[src/rtl/pipe_fetch_pkg.sv]
// Shared types and constants for the dual-issue fetch stage.
package pipe_fetch_pkg;

  localparam int unsigned XLEN   = 32;
  localparam int unsigned PAIR_W = 64;
  localparam int unsigned QDEPTH = 2;
  localparam int unsigned CNT_W  = 2;

  localparam logic [XLEN-1:0] PC_STEP   = 32'd8;
  localparam logic [XLEN-1:0] NOP_INSTR = 32'h0000_0000;

  typedef enum logic [1:0] {
    IDLE  = 2'd0,
    FETCH = 2'd1,
    WAITQ = 2'd2,
    DROP  = 2'd3
  } fetch_state_e;

  typedef struct packed {
    logic [XLEN-1:0] instr;
    logic [XLEN-1:0] instr2;
    logic [XLEN-1:0] pc;
  } fetch_entry_t;

  // Instruction addresses are word aligned.
  function automatic logic [XLEN-1:0] align_pc(input logic [XLEN-1:0] a);
    return {a[XLEN-1:2], 2'b00};
  endfunction

endpackage

[src/rtl/fetch_redirect_sel.sv]
// Combinational redirect detect and target select; slot 1 has priority over slot 2.
module fetch_redirect_sel
  import pipe_fetch_pkg::*;
(
  input  logic [1:0]      i_pcsrcd,
  input  logic [XLEN-1:0] i_pcbranchd,
  input  logic [XLEN-1:0] i_pcjumpd,
  input  logic [1:0]      i_pcsrcd2,
  input  logic [XLEN-1:0] i_pcbranchd2,
  input  logic [XLEN-1:0] i_pcjumpd2,
  output logic            o_redirect_c,
  output logic [XLEN-1:0] o_target_c
);

  logic            w_slot1;
  logic            w_slot2;
  logic [XLEN-1:0] w_tgt1;
  logic [XLEN-1:0] w_tgt2;

  assign w_slot1 = (i_pcsrcd  != 2'b00);
  assign w_slot2 = (i_pcsrcd2 != 2'b00);
  assign w_tgt1  = i_pcsrcd[1]  ? i_pcjumpd  : i_pcbranchd;
  assign w_tgt2  = i_pcsrcd2[1] ? i_pcjumpd2 : i_pcbranchd2;

  assign o_redirect_c = w_slot1 | w_slot2;
  assign o_target_c   = align_pc(w_slot1 ? w_tgt1 : w_tgt2);

endmodule

[src/rtl/pipe_fetch_unit.sv]
// Dual-issue fetch stage: PC, single-outstanding imem requests, 2-entry pair queue.
// Optional FETCH_PERF_EN adds perf_pairs / perf_drops counters.
module pipe_fetch_unit
  import pipe_fetch_pkg::*;
#(
  parameter logic [XLEN-1:0] RESET_PC = 32'h0000_0000
) (
  input  logic              clk,
  input  logic              rst_n,
  input  logic              stallf,
  input  logic [1:0]        pcsrcd,
  input  logic [XLEN-1:0]   pcbranchd,
  input  logic [XLEN-1:0]   pcjumpd,
  input  logic [1:0]        pcsrcd2,
  input  logic [XLEN-1:0]   pcbranchd2,
  input  logic [XLEN-1:0]   pcjumpd2,
  output logic              imem_req,
  output logic [XLEN-1:0]   imem_addr,
  input  logic              imem_ack,
  input  logic [PAIR_W-1:0] imem_rdata,
  output logic [XLEN-1:0]   instrf,
  output logic [XLEN-1:0]   instrf2,
  output logic [XLEN-1:0]   pcf,
  output logic [XLEN-1:0]   pcplus4f,
`ifdef FETCH_PERF_EN
  output logic [XLEN-1:0]   perf_pairs,
  output logic [XLEN-1:0]   perf_drops,
`endif
  output logic              validf
);

  fetch_state_e    r_state, w_state_nx;
  logic [XLEN-1:0] r_pc, w_pc_nx;
  logic [XLEN-1:0] r_addr_q, w_addr_q_nx;
  fetch_entry_t    r_q [QDEPTH];
  fetch_entry_t    w_q_nx [QDEPTH];
  logic [CNT_W-1:0] r_count, w_count_nx;
  logic            r_req, w_req_nx;
  logic [XLEN-1:0] r_addr, w_addr_nx;
  fetch_entry_t    r_head, w_head_nx;
  logic [XLEN-1:0] r_pcplus4, w_pcplus4_nx;
  logic            r_validf, w_validf_nx;

  logic            w_redirect;
  logic [XLEN-1:0] w_target;
  logic            w_pop, w_push, w_flush, w_drop_ack;
  fetch_entry_t    w_new_entry;

  fetch_redirect_sel u_redirect_sel (
    .i_pcsrcd     (pcsrcd),
    .i_pcbranchd  (pcbranchd),
    .i_pcjumpd    (pcjumpd),
    .i_pcsrcd2    (pcsrcd2),
    .i_pcbranchd2 (pcbranchd2),
    .i_pcjumpd2   (pcjumpd2),
    .o_redirect_c (w_redirect),
    .o_target_c   (w_target)
  );

  assign w_new_entry = '{instr: imem_rdata[31:0], instr2: imem_rdata[63:32], pc: r_pc};

  // Next-state, queue update and next registered outputs.
  always_comb begin
    w_state_nx  = r_state;
    w_pc_nx     = r_pc;
    w_addr_q_nx = r_addr_q;
    w_push      = 1'b0;
    w_flush     = 1'b0;
    w_drop_ack  = 1'b0;
    w_pop       = r_validf & ~stallf;

    unique case (r_state)
      IDLE: begin
        w_state_nx = FETCH;
        if (w_redirect) begin
          w_pc_nx = w_target;
          w_flush = 1'b1;
        end
      end
      FETCH: begin
        if (w_redirect) begin
          w_pc_nx = w_target;
          w_flush = 1'b1;
          if (imem_ack) begin
            w_drop_ack = 1'b1;
          end else begin
            w_addr_q_nx = r_pc;
            w_state_nx  = DROP;
          end
        end else if (imem_ack) begin
          w_push  = 1'b1;
          w_pc_nx = r_pc + PC_STEP;
        end
      end
      WAITQ: begin
        if (w_redirect) begin
          w_pc_nx    = w_target;
          w_flush    = 1'b1;
          w_state_nx = FETCH;
        end else if (w_pop) begin
          w_state_nx = FETCH;
        end
      end
      DROP: begin
        if (w_redirect) begin
          w_pc_nx = w_target;
          w_flush = 1'b1;
        end
        if (imem_ack) begin
          w_drop_ack = 1'b1;
          w_state_nx = FETCH;
        end
      end
      default: w_state_nx = IDLE;
    endcase

    w_q_nx     = r_q;
    w_count_nx = r_count;
    if (w_flush) begin
      w_count_nx = '0;
    end else begin
      if (w_pop) begin
        w_q_nx[0]  = r_q[1];
        w_count_nx = w_count_nx - 2'd1;
      end
      // FETCH never holds two entries, so the write slot is 0 or 1.
      if (w_push) begin
        w_q_nx[w_count_nx[0]] = w_new_entry;
        w_count_nx            = w_count_nx + 2'd1;
      end
    end

    if (w_push && (w_count_nx == 2'd2)) begin
      w_state_nx = WAITQ;
    end

    w_req_nx  = (w_state_nx == FETCH) || (w_state_nx == DROP);
    w_addr_nx = '0;
    if (w_state_nx == DROP) begin
      w_addr_nx = w_addr_q_nx;
    end else if (w_state_nx == FETCH) begin
      w_addr_nx = w_pc_nx;
    end

    w_validf_nx  = (w_count_nx != '0);
    w_head_nx    = w_validf_nx ? w_q_nx[0] : '{instr: NOP_INSTR, instr2: NOP_INSTR, pc: '0};
    w_pcplus4_nx = w_validf_nx ? (w_q_nx[0].pc + 32'd4) : '0;
  end

  always_ff @(posedge clk or negedge rst_n) begin
    if (!rst_n) begin
      r_state   <= IDLE;
      r_pc      <= RESET_PC;
      r_addr_q  <= '0;
      r_q       <= '{default: '0};
      r_count   <= '0;
      r_req     <= 1'b0;
      r_addr    <= '0;
      r_head    <= '0;
      r_pcplus4 <= '0;
      r_validf  <= 1'b0;
    end else begin
      r_state   <= w_state_nx;
      r_pc      <= w_pc_nx;
      r_addr_q  <= w_addr_q_nx;
      r_q       <= w_q_nx;
      r_count   <= w_count_nx;
      r_req     <= w_req_nx;
      r_addr    <= w_addr_nx;
      r_head    <= w_head_nx;
      r_pcplus4 <= w_pcplus4_nx;
      r_validf  <= w_validf_nx;
    end
  end

  assign imem_req  = r_req;
  assign imem_addr = r_addr;
  assign instrf    = r_head.instr;
  assign instrf2   = r_head.instr2;
  assign pcf       = r_head.pc;
  assign pcplus4f  = r_pcplus4;
  assign validf    = r_validf;

`ifdef FETCH_PERF_EN
  logic [XLEN-1:0] r_perf_pairs;
  logic [XLEN-1:0] r_perf_drops;

  // Drops count discarded acks plus entries lost to a flush.
  always_ff @(posedge clk or negedge rst_n) begin
    if (!rst_n) begin
      r_perf_pairs <= '0;
      r_perf_drops <= '0;
    end else begin
      r_perf_pairs <= r_perf_pairs + XLEN'(w_push);
      r_perf_drops <= r_perf_drops + XLEN'(w_drop_ack)
                      + (w_flush ? XLEN'(r_count) : '0);
    end
  end

  assign perf_pairs = r_perf_pairs;
  assign perf_drops = r_perf_drops;
`endif

endmodule

[config.mk]
export PLATFORM = sky130hd
export DESIGN_NAME = pipe_fetch_unit
export DESIGN_NICKNAME = d
export VERILOG_FILES = /design/src/rtl/pipe_fetch_pkg.sv /design/src/rtl/fetch_redirect_sel.sv /design/src/rtl/pipe_fetch_unit.sv
export SDC_FILE = /design/constraint.sdc
export NUM_CORES = 1
export LEC_CHECK = 0
export CAP_MARGIN = 20
export CORE_AREA = 2 2 204 206
export CTS_CLUSTER_SIZE = 12
export DETAILED_ROUTE_END_ITERATION = 10
export DIE_AREA = 0 0 206 208
export PLACE_DENSITY = 0.71
export SETUP_SLACK_MARGIN = 0.5
export SYNTH_ARGS = -nofsm -noshare
export SYNTH_HDL_FRONTEND = slang
export SYNTH_SLANG_ARGS = --single-unit
[constraint.sdc]
create_clock -name clk -period 5.01 [get_ports clk]
set_input_delay 1.002 -clock clk [delete_from_list [all_inputs] [get_ports clk]]
set_output_delay 1.002 -clock clk [all_outputs]
set_load 0.01 [all_outputs]
== Word-level counts from Yosys, hierarchy flattened ==
Cells that the tools add are included.

* Add/subtract/negate cells: 4
* Magnitude comparators: 2
* Equal/unequal tests: 6
* Muxes and demuxes: 37
* Bitwise logic cells: 5
* Reduce and logical (&&, ||, !) cells: 10

{| class="wikitable"
|+ Operators with widths
! cell !! number
|-
| $mux 192 || 2
|-
| $mux 32 || 12
|-
| $mux 96 || 4
|-
| $bwmux 192 || 1
|-
| $demux 96 s1 || 1
|-
| $pmux 32 s2 || 1
|-
| $add 32x3->32 const B || 1
|-
| $add 32x4->32 const B || 1
|-
| $mux 2 || 10
|-
| $eq 2x2->1 const B || 4
|-
| $pmux 2 s4 || 1
|-
| $reduce_bool 2->1 || 3
|-
| $mux 1 || 5
|-
| $eq 2x1->1 const B || 2
|-
| $reduce_or 4->1 || 1
|-
| $reduce_or 3->1 || 1
|-
| $add 2x1->2 const B || 1
|-
| $ge 2x2->1 const B || 1
|-
| $logic_and 1x1->1 || 2
|-
| $logic_not 2->1 || 1
|-
| $lt 2x1->1 const B || 1
|-
| $not 1->1 || 2
|-
| $not 1->2 || 1
|-
| $reduce_and 2->1 || 1
|-
| other kinds (4) || 4
|}

* Flip-flop bits (word level): 422
* Input port bits: 200
* Output and inout bits: 162

== Longest topological paths before layout ==
* Word-level depth: 15
* Mapped depth: 13
* Mapped depth without buffers: 10

== Cells and area by module ==
From an unflattened synthesis, not the netlist that was laid out.

* Cell total of the unflattened synthesis: 1499
* Area total of the unflattened synthesis: 18331.3 um2

{| class="wikitable"
|+ By module, submodules not included
! module !! instances !! cells each !! area an instance (um2) !! seq. area each (um2)
|-
| pipe_fetch_unit || 1 || 1357 || 17080.1 || 10485.1
|-
| fetch_redirect_sel || 1 || 142 || 1251.2 || 0.0
|}

== Worst setup path after synthesis ==
OpenSTA, ideal clock, no wires.

* Path type: input-to-reg
* Start: input port pcsrcd[0]
* End: register r_pcplus4[30] (netlist: pcplus4f[30])
* Library setup time: 0.078 ns
* Arrival: 3.630 ns
* Required time: 4.932 ns
* Setup slack: 1.301 ns
* Stages on the path: 12
* Buffers on the path: 2
* Cell sequence: buf_6 or4_4 a21oi_4 buf_6 nor2_1 nor2_1 ha_1 o2111ai_1 and4bb_4 nand2_2 or4_1 a21oi_1

{| class="wikitable"
|+ RTL lines
! what !! line !! RTL
|-
| start: declaration || pipe_fetch_unit.sv:11 || <nowiki>input logic [1:0] pcsrcd,</nowiki>
|-
| end signal: assignment || pipe_fetch_unit.sv:171 || <nowiki>r_pcplus4 <= w_pcplus4_nx;</nowiki>
|-
| end: declaration || pipe_fetch_unit.sv:41 || <nowiki>logic [XLEN-1:0] r_pcplus4, w_pcplus4_nx;</nowiki>
|}

==> summary.txt <==
Timing
  – Maximum clock frequency: 0.255 GHz
  – Period utilization: 0.782
  – Final hold vios: 0
  – TNS Setup: 0 ns
  – Rel. slew slack: 0.337
  – RSZ-0062 raised after global routing: no
  – Max Slew Vio Count: 0
  – Min Clock Period, post-route: 3.92 ns
  – Fin Clk Skew: 0.0312 ns
  – Slew @ Worst Pin: 0.992 ns
  – # setup viols final: 0

Global routing
  – First-pass GRT wire length: 74600 um
  – Total gr overflow: 0
  – Initial antenna violation count: 0
  – GRT Total Usage: 0.221
  – Largest net degree at the start of global routing: 124
  – Vias in the first global route: 13600

Clocking
  – CTS tree: built
  – Post CTS Setup Buffer Count: 0
  – Worst-path clk slew: 0.06 ns
  – CTS Sinks: 419
  – H-tree Lvls: 2
  – Hold bufs inserted after CTS: 0
  – Root buffer cell: clkbuf_16
  – Cts bufs inserted: 45
  – Clock buffer depth: 3
  – Clock latency on the worst-skew pair: 0.57 ns
  – Post_cts resized: 0

Place
  – Final HPWL DP: 32500 um
  – GP Congestion: 0.832
  – I/O Buffers: 353

Detailed routing
  – Via count: 13100
  – Vias/cell: 5.31
  – Final ANT Viol Nets: 0
  – WL final: 47400 um
  – DR DRC count: 0
  – DR pass1 iterations: 6
  – Iter 0 DRT Violations: 708
  – Routed WL per cell: 19.2 um

Finish
  – Final nets: 2115
  – FF+latch area: 0.0105 sq mm
  – Fill cells: 3371
  – Multi-input gate area: 0.00717 sq mm
  – Layout cell share with drive strength beyond 1: 0.142
  – Area delta synth->final: 30.5%

Synth
  – Syn nets: 1779
  – Cell with the most instances after synthesis: dfrtp_1
  – Async set-reset flop share out of synthesis: 1.00
  – Synth warn: 0
  – Synth Area per Inst: 11.5 sq um
  – Area leader, netlist: dfrtp_1
  – Top-area cell type share of the netlist area: 0.577
  – Ys flop type: dfrtp_1
  – Sequential-to-total area share from yosys stat: 0.577
  – Cell count after synthesis: 1577
  – Top cells by count, synth: 419 x dfrtp_1, 132 x nand2_1, 127 x mux2_2
  – Yosys cell types: 69
  – Synth top area cells: dfrtp_1 58%, mux2_2 7.9%, mux2i_1 6.0%
  – EDFF count, synth: 0
  – Number of synthesized register bits: 419
  – Mapped cell area: 0.0182 sq mm

Critical path
  – CP endpoint kind: register
  – Max Fanout on Critical Path: 9
  – Required time worst endpoint: 5.48 ns
  – Critical path class: in2reg
  – Reg2Reg Setup Slack: 1.62 ns
  – WP data arrival: 4.38 ns
  – Setup crit start kind: primary input

Pwr
  – Leakage power: 11.1 nW
  – Comb pwr share: 0.137
  – Overall power: 0.00814 W
  – Internal power: 0.00612 W
  – Pwr dens: 344 mW/mm^2
  – Switching power: 0.00202 W
  – Switching part of the total: 0.248
  – Seq pwr share: 0.470
  – Clock group share of total power: 0.392
  – VDD IR max: 0.000219 V

Die
  – I/O pins: 362
  – Initial Utilization: 0.448
  – Rows: 74
  – Chip height: 208 um
  – Die Span X: 206 um
  – Core ar.: 0.0406 sq mm
  – Die area: 0.0428 sq mm

Outcome
  – Status: finished clean

Run
  – Max-cap violations: 0

Min path
  – Hold Path Class: reg2reg
==> critical path, cell delays in order <==
cell and delay [ns]:
clkdlybuf4s50_1 0.68, nand4b_1 0.20, nand3_1 0.35, nor2_1 0.13
nor3_4 0.35, ha_1 0.27, o2111ai_1 0.14, and4bb_4 0.42
nand2_2 0.12, or4_1 0.53, a21oi_1 0.18
==> cells by family (layout without fill, tap and decap cells) <==
kind of cell    count (synthesis)  after routing  share of synthesized area
compound gates                258            258                     0.0898
other cells                     0              1                          0
simple gates                  495            495                      0.141
buf+inv                       121            483                     0.0285
flops                         419            419                      0.577
xor+xnor                       45             45                     0.0217
mux                           237            237                      0.140
fa+ha+maj                       2              2                    0.00138
==> power groups by stage <==
| stage | sequential [W] | combinational, W | clock [W] |
|---|---|---|---|
| 2_1_floorplan | 0.00385 | 0.000610 | 0 |
| 3_3_place_gp | 0.00388 | 0.00109 | 0 |
| 3_5_place_dp | 0.00389 | 0.00112 | 0 |
| 4_1_cts | 0.00383 | 0.00113 | 0.00328 |
| 5_1_grt | 0.00385 | 0.00124 | 0.00342 |
| 6_report | 0.00383 | 0.00112 | 0.00319 |
==> placed cells by master, fill, tap and decap left out, types with 16 or more instances in the layout <==
cell type	netlist	layout
o21ai_0	92	92
buf_4	5	34
inv_1	18	17
mux2i_1	109	109
nor3_1	23	23
nor2_1	114	112
xnor2_1	25	25
xor2_1	20	20
mux2_2	127	127
clkbuf_16	0	46
nand4_1	16	16
a21oi_1	72	72
a41o_1	19	19
nand2_1	132	132
nand3_1	26	26
and2_1	76	76
clkdlybuf4s50_1	0	349
dfrtp_1	419	419
nor2b_1	38	38
==> final timing paths <==
| path | startpoint | to | cells after the start |
|---|---|---|---|
| min in group asynchronous | rst_n | r_q[175]$_DFF_PN0_ | 1 |
| max in group asynchronous | rst_n | instrf2[15]$_DFF_PN0_ | 2 |
| max | imem_ack | pcplus4f[30]$_DFF_PN0_ | 11 |
| min | r_addr_q[10]$_DFF_PN0_ | r_addr_q[10]$_DFF_PN0_ | 2 |
| min reg2reg | r_addr_q[10]$_DFF_PN0_ | r_addr_q[10]$_DFF_PN0_ | 2 |
| max reg2reg | validf$_DFF_PN0_ | pcplus4f[30]$_DFF_PN0_ | 11 |
==> through the flow <==
step | cells | cell area (sq um) | worst slack [ns] | hold WS [ns] | util
floorplan | 1577 | 18200 | 1.30 | 0.446 | -
global placement | 2398 | 22300 | 0.614 | 0.474 | 0.549
detailed placement | 2398 | 22300 | 0.563 | 0.475 | 0.549
CTS | 2471 | 23700 | 1.14 | 0.489 | 0.584
global route | 2471 | 23700 | 0.842 | 0.501 | 0.584
finish | 2472 | 23700 | 1.09 | 0.488 | 0.584
==> cell type report <==
type | instances | share of cell area
inverter | 18 | 0.00285
antenna | 1 | 0.000106
timing repair buffer | 392 | 0.164
clock inverter | 10 | 0.00497
clock buffer | 63 | 0.0547
tap | 532 | 0.0281
multi-input combinational | 1037 | 0.303
sequential | 419 | 0.443
==> metal layers <==
| layer | vias to the layer above | track usage | share of wire |
|---|---|---|---|
| met5 | - | 0 | 0 |
| met4 | 0 | 0.0663 | 0.023 |
| met3 | 72 | 0.0401 | 0.054 |
| met2 | 378 | 0.375 | 0.49 |
| met1 | 6511 | 0.287 | 0.43 |
| li1 | 6170 | - | - |
Power figures use the tool's default switching activity.
